**config.mk**
```make
export PLATFORM = sky130hd
export DESIGN_NAME = bus_transfer_sequencer_flat
export DESIGN_NICKNAME = d
export VERILOG_FILES = /design/src/rtl/bus_transfer_sequencer_if.sv /design/src/rtl/bus_transfer_sequencer.sv /design/src/flat_wrapper.sv
export SDC_FILE = /design/constraint.sdc
export NUM_CORES = 1
export LEC_CHECK = 0
export CORE_ASPECT_RATIO = 0.5
export CORE_MARGIN = 3
export CORE_UTILIZATION = 55
export CTS_BUF_LIST = sky130_fd_sc_hd__clkbuf_2 sky130_fd_sc_hd__clkbuf_4 sky130_fd_sc_hd__clkbuf_8
export CTS_CLUSTER_DIAMETER = 80
export DETAILED_ROUTE_END_ITERATION = 10
export GPL_TIMING_DRIVEN = 0
export PLACE_DENSITY = 0.81
export SLEW_MARGIN = 20
export SYNTH_ARGS = -nofsm -noshare
export SYNTH_HDL_FRONTEND = slang
export SYNTH_SLANG_ARGS = --single-unit
```
**constraint.sdc**
```tcl
create_clock -name clk -period 3.5 [get_ports clk]
set_input_delay 0.875 -clock clk [delete_from_list [all_inputs] [get_ports clk]]
set_output_delay 0.875 -clock clk [all_outputs]
set_load 0.03 [all_outputs]
```
**src/rtl/bus_transfer_sequencer_if.sv**
```systemverilog
// Request handshake and one-hot bus control bundle for bus_transfer_sequencer.
// master: the requester side; slave: the sequencer side.
interface bus_transfer_sequencer_if #(
    parameter int REGISTERS = 22,
    parameter int IDX_W     = 5,
    parameter int DEPTH     = 4
);
    logic                   req_valid;
    logic                   req_ready;
    logic [IDX_W-1:0]       req_src;
    logic [IDX_W-1:0]       req_dst;
    logic [REGISTERS-1:0]   registerSelect;
    logic [REGISTERS-1:0]   regLoad;
    logic                   xfer_done;
    logic                   xfer_err;
    logic                   busy;
    logic [$clog2(DEPTH):0] q_count;

    modport master (
        output req_valid, req_src, req_dst,
        input  req_ready, registerSelect, regLoad, xfer_done, xfer_err, busy, q_count
    );

    modport slave (
        input  req_valid, req_src, req_dst,
        output req_ready, registerSelect, regLoad, xfer_done, xfer_err, busy, q_count
    );
endinterface

```
**src/rtl/bus_transfer_sequencer.sv**
```systemverilog
// bus_transfer_sequencer: queues register-to-register transfer requests and
// drives the bus mux source select and destination load enable in a fixed
// DRIVE/LATCH sequence so that at most one source ever drives the bus.
// Optional macro BUS_XFER_STATS_EN adds xfer_count / err_count outputs.
//
// state | meaning
// IDLE  | no transfer in flight; pops the queue head when one is present
// DRIVE | source selected onto the bus, no load yet
// LATCH | source still selected, destination load enable and done pulse
module bus_transfer_sequencer #(
    parameter int BITS      = 32,
    parameter int REGISTERS = 22,
    parameter int IDX_W     = 5,
    parameter int DEPTH     = 4
) (
    input logic clk,
    input logic clr,
    bus_transfer_sequencer_if.slave bus
`ifdef BUS_XFER_STATS_EN
    ,
    output logic [31:0] xfer_count,
    output logic [15:0] err_count
`endif
);
    localparam int PTR_W = $clog2(DEPTH);
    localparam int CNT_W = PTR_W + 1;
    localparam logic [CNT_W-1:0]     FULL_CNT = CNT_W'(DEPTH);
    localparam logic [IDX_W:0]       REG_LIM  = (IDX_W + 1)'(REGISTERS);
    localparam logic [REGISTERS-1:0] ONE_LSB  = REGISTERS'(1);

    // The bus width is carried only so the parameter set matches the datapath.
    if (BITS < 1 || DEPTH < 2 || (2 ** IDX_W) < REGISTERS) begin : gBadParams
        $error("bus_transfer_sequencer: illegal parameter combination");
    end

    typedef enum logic [1:0] {IDLE, DRIVE, LATCH} stateType;

    stateType             state, nextState;
    logic [IDX_W-1:0]     srcMem [DEPTH];
    logic [IDX_W-1:0]     dstMem [DEPTH];
    logic [PTR_W-1:0]     wrPtr, rdPtr;
    logic [CNT_W-1:0]     count, countNext;
    logic [IDX_W-1:0]     curSrc, curDst, nextSrc, nextDst;
    logic [REGISTERS-1:0] selReg, loadReg, nextSel, nextLoad;
    logic                 doneReg, errReg, nextDone, nextErr;
    logic                 readyReg, busyReg;
    logic                 push, pop, headOk;
    logic [IDX_W-1:0]     headSrc, headDst;

    assign push    = bus.req_valid && readyReg;
    assign headSrc = srcMem[rdPtr];
    assign headDst = dstMem[rdPtr];
    assign headOk  = ({1'b0, headSrc} < REG_LIM) && ({1'b0, headDst} < REG_LIM)
                     && (headSrc != headDst);

    // Next-state, pop decision and next registered control outputs.
    always_comb begin
        nextState = state;
        pop       = 1'b0;
        nextSrc   = curSrc;
        nextDst   = curDst;
        nextSel   = '0;
        nextLoad  = '0;
        nextDone  = 1'b0;
        nextErr   = 1'b0;
        case (state)
            DRIVE: begin
                nextState = LATCH;
                nextSel   = ONE_LSB << curSrc;
                nextLoad  = ONE_LSB << curDst;
                nextDone  = 1'b1;
            end
            IDLE, LATCH: begin
                nextState = IDLE;
                if (count != '0) begin
                    pop = 1'b1;
                    if (headOk) begin
                        nextState = DRIVE;
                        nextSrc   = headSrc;
                        nextDst   = headDst;
                        nextSel   = ONE_LSB << headSrc;
                    end else begin
                        nextErr = 1'b1;
                    end
                end
            end
            default: nextState = IDLE;
        endcase
    end

    // Occupancy after this edge's push/pop.
    always_comb begin
        countNext = count;
        case ({push, pop})
            2'b10:   countNext = count + 1'b1;
            2'b01:   countNext = count - 1'b1;
            default: countNext = count;
        endcase
    end

    // Queue storage; contents need no reset since occupancy gates every read.
    always_ff @(posedge clk) begin
        if (push) begin
            srcMem[wrPtr] <= bus.req_src;
            dstMem[wrPtr] <= bus.req_dst;
        end
    end

    // State, queue pointers and all registered outputs.
    always_ff @(posedge clk or negedge clr) begin
        if (!clr) begin
            state    <= IDLE;
            wrPtr    <= '0;
            rdPtr    <= '0;
            count    <= '0;
            curSrc   <= '0;
            curDst   <= '0;
            selReg   <= '0;
            loadReg  <= '0;
            doneReg  <= 1'b0;
            errReg   <= 1'b0;
            readyReg <= 1'b1;
            busyReg  <= 1'b0;
        end else begin
            state    <= nextState;
            if (push) wrPtr <= wrPtr + 1'b1;
            if (pop)  rdPtr <= rdPtr + 1'b1;
            count    <= countNext;
            curSrc   <= nextSrc;
            curDst   <= nextDst;
            selReg   <= nextSel;
            loadReg  <= nextLoad;
            doneReg  <= nextDone;
            errReg   <= nextErr;
            readyReg <= (countNext != FULL_CNT);
            busyReg  <= (nextState != IDLE) || (countNext != '0);
        end
    end

    assign bus.req_ready      = readyReg;
    assign bus.registerSelect = selReg;
    assign bus.regLoad        = loadReg;
    assign bus.xfer_done      = doneReg;
    assign bus.xfer_err       = errReg;
    assign bus.busy           = busyReg;
    assign bus.q_count        = count;

`ifdef BUS_XFER_STATS_EN
    // Transfer counter wraps; error counter saturates.
    always_ff @(posedge clk or negedge clr) begin
        if (!clr) begin
            xfer_count <= '0;
            err_count  <= '0;
        end else begin
            if (nextDone) xfer_count <= xfer_count + 1'b1;
            if (nextErr && (err_count != 16'hFFFF)) err_count <= err_count + 1'b1;
        end
    end
`endif
endmodule

```
**src/flat_wrapper.sv**
```systemverilog
// flat-port wrapper written by rule: the top's interface ports become plain ports
module bus_transfer_sequencer_flat 
#(
    parameter int BITS      = 32,
    parameter int REGISTERS = 22,
    parameter int IDX_W     = 5,
    parameter int DEPTH     = 4
)
  (clk, clr, bus_req_valid, bus_req_src, bus_req_dst, bus_req_ready, bus_registerSelect, bus_regLoad, bus_xfer_done, bus_xfer_err, bus_busy, bus_q_count);
  bus_transfer_sequencer_if #(.REGISTERS(REGISTERS), .IDX_W(IDX_W), .DEPTH(DEPTH)) bus_i ();
  input logic clk;
  input logic clr;
  input wire logic [$bits(bus_i.req_valid)-1:0] bus_req_valid;
  input wire logic [$bits(bus_i.req_src)-1:0] bus_req_src;
  input wire logic [$bits(bus_i.req_dst)-1:0] bus_req_dst;
  output wire logic [$bits(bus_i.req_ready)-1:0] bus_req_ready;
  output wire logic [$bits(bus_i.registerSelect)-1:0] bus_registerSelect;
  output wire logic [$bits(bus_i.regLoad)-1:0] bus_regLoad;
  output wire logic [$bits(bus_i.xfer_done)-1:0] bus_xfer_done;
  output wire logic [$bits(bus_i.xfer_err)-1:0] bus_xfer_err;
  output wire logic [$bits(bus_i.busy)-1:0] bus_busy;
  output wire logic [$bits(bus_i.q_count)-1:0] bus_q_count;
  assign bus_i.req_valid = bus_req_valid;
  assign bus_i.req_src = bus_req_src;
  assign bus_i.req_dst = bus_req_dst;
  assign bus_req_ready = bus_i.req_ready;
  assign bus_registerSelect = bus_i.registerSelect;
  assign bus_regLoad = bus_i.regLoad;
  assign bus_xfer_done = bus_i.xfer_done;
  assign bus_xfer_err = bus_i.xfer_err;
  assign bus_busy = bus_i.busy;
  assign bus_q_count = bus_i.q_count;
  bus_transfer_sequencer #(.BITS(BITS), .REGISTERS(REGISTERS), .IDX_W(IDX_W), .DEPTH(DEPTH)) u_core (.clk(clk), .clr(clr), .bus(bus_i));
endmodule
```
==> key figures <==
Outcome
  – Status: completed

Critical path
  – Kind of critical path: reg -> reg
  – Arrival time worst endpoint: approximately 3200 ps
  – WP depth: 7
  – Crit-path cells: buf_6 -> mux4_2 -> clkbuf_1 -> o21a_1 -> a311oi_4 -> nand3_1 -> o32ai_1
  – WP buf/inv: 2
  – Worst Setup Start Kind: flop
  – Critical path's largest stage delay: 560 ps
  – Worst r2r src: u_core.rdPtr[0]
  – Crit-path slowest cell: mux4_2
  – CP delay by family, top: compound AO/OA/AOI/OAI gates
  – CP Capture Type: flop
  – Crit Path Max Fanout: 10
  – Crit path from: u_core.rdPtr[0]
  – Reg2reg path depth: 7
  – Worst Path Required: 3740 ps

Clock network
  – Post-CTS setup buffer count: 0
  – Cts repair resizes: 0
  – H-tree Lvls: 3
  – Bufs on Longest Clock Path: 2
  – # hold bufs at CTS: 0
  – CTS tree: yes
  – Worst-path clk slew: 100 ps
  – CTS Buf Count: 9
  – Clock Tree Root: clkbuf_8
  – Worst-Skew Late Latency: 360 ps
  – CTS sink cnt: 106

Floorplan
  – Die H: 67.43 um
  – Starting Density: 0.5938
  – Row cnt: 21
  – Width of the die: 128.9 um
  – Core region area: between 0.006 and 0.007 sq mm
  – Die ar.: 0.008688 sq mm
  – IO Count: 64

Synth
  – Top cells by area, synth: dfrtp_1 (39%), edfxtp_1 (29%), mux4_2 (5.4%)
  – Post-synthesis register bit count: 106
  – Synth Instances: around 280
  – Cell taking the most area after synthesis: dfrtp_1
  – Yosys cell types: 40
  – Post-synth top area share: 0.3919
  – Syn Area/Cell: 14.93 sq um
  – Synthesized area: 0.004150 sq mm
  – Ys Warns: 0
  – Sequential fraction of the synthesis area: 0.6877
  – Post-synth net total: 297

STA
  – Clk_skew: 9.625 ps
  – Relative slew margins: 0.6222
  – Tightest Pin Transition: ~570 ps
  – RSZ-0062 raised after global routing: false
  – Period utilization: 0.8498
  – Setup TNS: 0 ps
  – Final Slew Violations: 0
  – Final hold violations: 0
  – FMAX: ~0.34 GHz
  – Fin crit period: 2974 ps
  – Final setup viols: 0
  – Worst hold slack: about 300 ps

Layout
  – Area growth, synth to finish: 24.54%
  – Layout cells sized above 1: 0.1369
  – Final Net Count: ~370
  – Diode count: 0
  – Fill count: 434

Placement
  – RePlAce Congestion: 0.8120
  – Port bufs: 63
  – Detailed Place HPWL: 5.691 mm

Global routing
  – Gr usage total: 0.2067
  – Antenna violations before repair: 0
  – Congestion Overflow GR: 0
  – First-pass GRT wire length: 13.24 mm
  – Largest net degree at the start of global routing: 65
  – Vias in the first global route: 2518

Routing
  – Drt wl/cell: 17.77 um
  – Routed Antenna Nets: 0
  – Drt pass-1 iters: 5
  – Via density: 5.607
  – Vias: between 2000 and 3000
  – Post-route DRC: 0
  – Initial drt markers: around 180
  – Final WL: 7.997 mm

Run
  – Max cap viols: 0

Power
  – Pleak: 0.002066 uW
  – Cell Pwr Density: 891.8 mW/mm^2
  – VDD IR max: 425.7 uV

Worst hold path
  – HP Class: in -> async
## logic make-up after synthesis
| family | after synthesis | synth area share |
|---|---|---|
| DFF | 106 | 0.6877 |
| adders and majority gates | 6 | 0.01990 |
| muxes | 21 | 0.08743 |
| buffers and inverters | 13 | 0.01568 |
| xor gates and xnor gates | 11 | 0.02321 |
| and+or+nand+nor | 95 | 0.1173 |
| AOI/OAI and AO/OA | 26 | 0.04884 |
## worst paths after layout
kind	to	slack (ps)
min	u_core.wrPtr[0]	300
max reg2reg	u_core.bus.registerSelect[18]	530
max in group asynchronous	u_core.bus.req_ready	2690
min in group clk	u_core.bus.xfer_err	500
max	u_core.bus.registerSelect[18]	530
min reg2reg	u_core.bus.xfer_err	500
## power breakdown
group / internal, uW / switching (uW) / total, uW / leakage [uW]
combinational: 840 / 1130 / 1970 / 0.000707
clock: 481 / 407 / 888 / 0.000120
sequential: 1570 / 173 / 1750 / 0.00124
total: 2900 / 1710 / 4610 / 0.00207
## per-layer routing
| layer | track usage | vias up | share of wire |
|---|---|---|---|
| li1 | - | 1156 | - |
| met1 | 0.2833 | 1269 | 0.47 |
| met3 | 0.05608 | 2 | 0.059 |
| met4 | 0.07330 | 0 | 0.0040 |
| met5 | 0 | - | 0 |
| met2 | 0.3260 | 96 | 0.47 |
## sequential cells by signal, indices dropped and copies added (netlist names)
signal                     cells
u_core.state                   1
u_core.bus.xfer_err            1
u_core.bus.regLoad            22
u_core.bus.req_ready           1
u_core.curDst                  5
u_core.curSrc                  5
u_core.srcMem                 20
u_core.bus.registerSelect     22
u_core.dstMem                 20
u_core.bus.busy                1
u_core.bus.xfer_done           1
u_core.bus.q_count             3
u_core.wrPtr                   2
u_core.rdPtr                   2
## cell usage after synthesis, drive strengths merged
cell type / instances
dfrtp: 65
edfxtp: 40
nor2: 33
nand2: 15
o22ai: 15
mux2: 10
mux4: 10
nand2b: 9
nand3: 8
inv: 7
nand3b: 6
xor2: 6
ha: 5
nor3: 5
xnor2: 5
and3: 4
o32ai: 4
buf: 3
clkbuf: 3
nand4b: 3
or2: 3
or3: 3
and2: 2
or3b: 2
a21bo: 1
a21o: 1
a2bb2o: 1
a311oi: 1
dfstp: 1
fa: 1
mux2i: 1
nor2b: 1
nor3b: 1
o21a: 1
o21ai: 1
o31ai: 1
## per-stage QoR
stage	area (sq um)	worst slack [ps]	power, uW	util	std cells
finish	5169	525.6	4610	0.7395	450
floorplan	4150	972.8	3179	-	278
global placement	4896	-284.7	3664	0.7005	433
detailed placement	4921	544.3	3747	0.7041	434
global route	5169	288.6	4899	0.7395	450
CTS	5169	515.0	4637	0.7395	450
## cell usage in the layout, fill, tap and decap left out, drive strengths merged, types with 2 or more instances in the layout
master,synthesis,routed
nand2,15,15
and2,2,2
dfrtp,65,65
or2,3,3
o32ai,4,4
nand3b,6,6
mux2,10,10
xor2,6,6
bufinv,0,3
and3,4,4
or3,3,3
buf,3,5
edfxtp,40,40
xnor2,5,5
ha,5,5
inv,7,9
nor2,33,33
nand2b,9,9
clkbuf,3,12
or3b,2,2
nand3,8,8
o22ai,15,15
clkdlybuf4s50,0,62
mux4,10,10
nor3,5,5
nand4b,3,3
## cell type report
class | count | area, sq um | share of cell area
clock buffer | 9 | 123.9 | 0.02397
multi-input combinational | 159 | 1231 | 0.2382
timing repair buffer | 64 | 655.6 | 0.1268
inverter | 7 | 26.28 | 0.005084
buffer | 6 | 38.79 | 0.007504
tap | 92 | 115.1 | 0.02227
clock inverter | 7 | 123.9 | 0.02397
sequential | 106 | 2854 | 0.5522
## worst reg2reg max path: stages (launching register included)
cell      delay [ps]
dfrtp_1          450
buf_6            210
mux4_2           560
clkbuf_1         260
o21a_1           280
a311oi_4         370
nand3_1          300
o32ai_1          430
No activity file was read; power rests on OpenSTA's default activity.
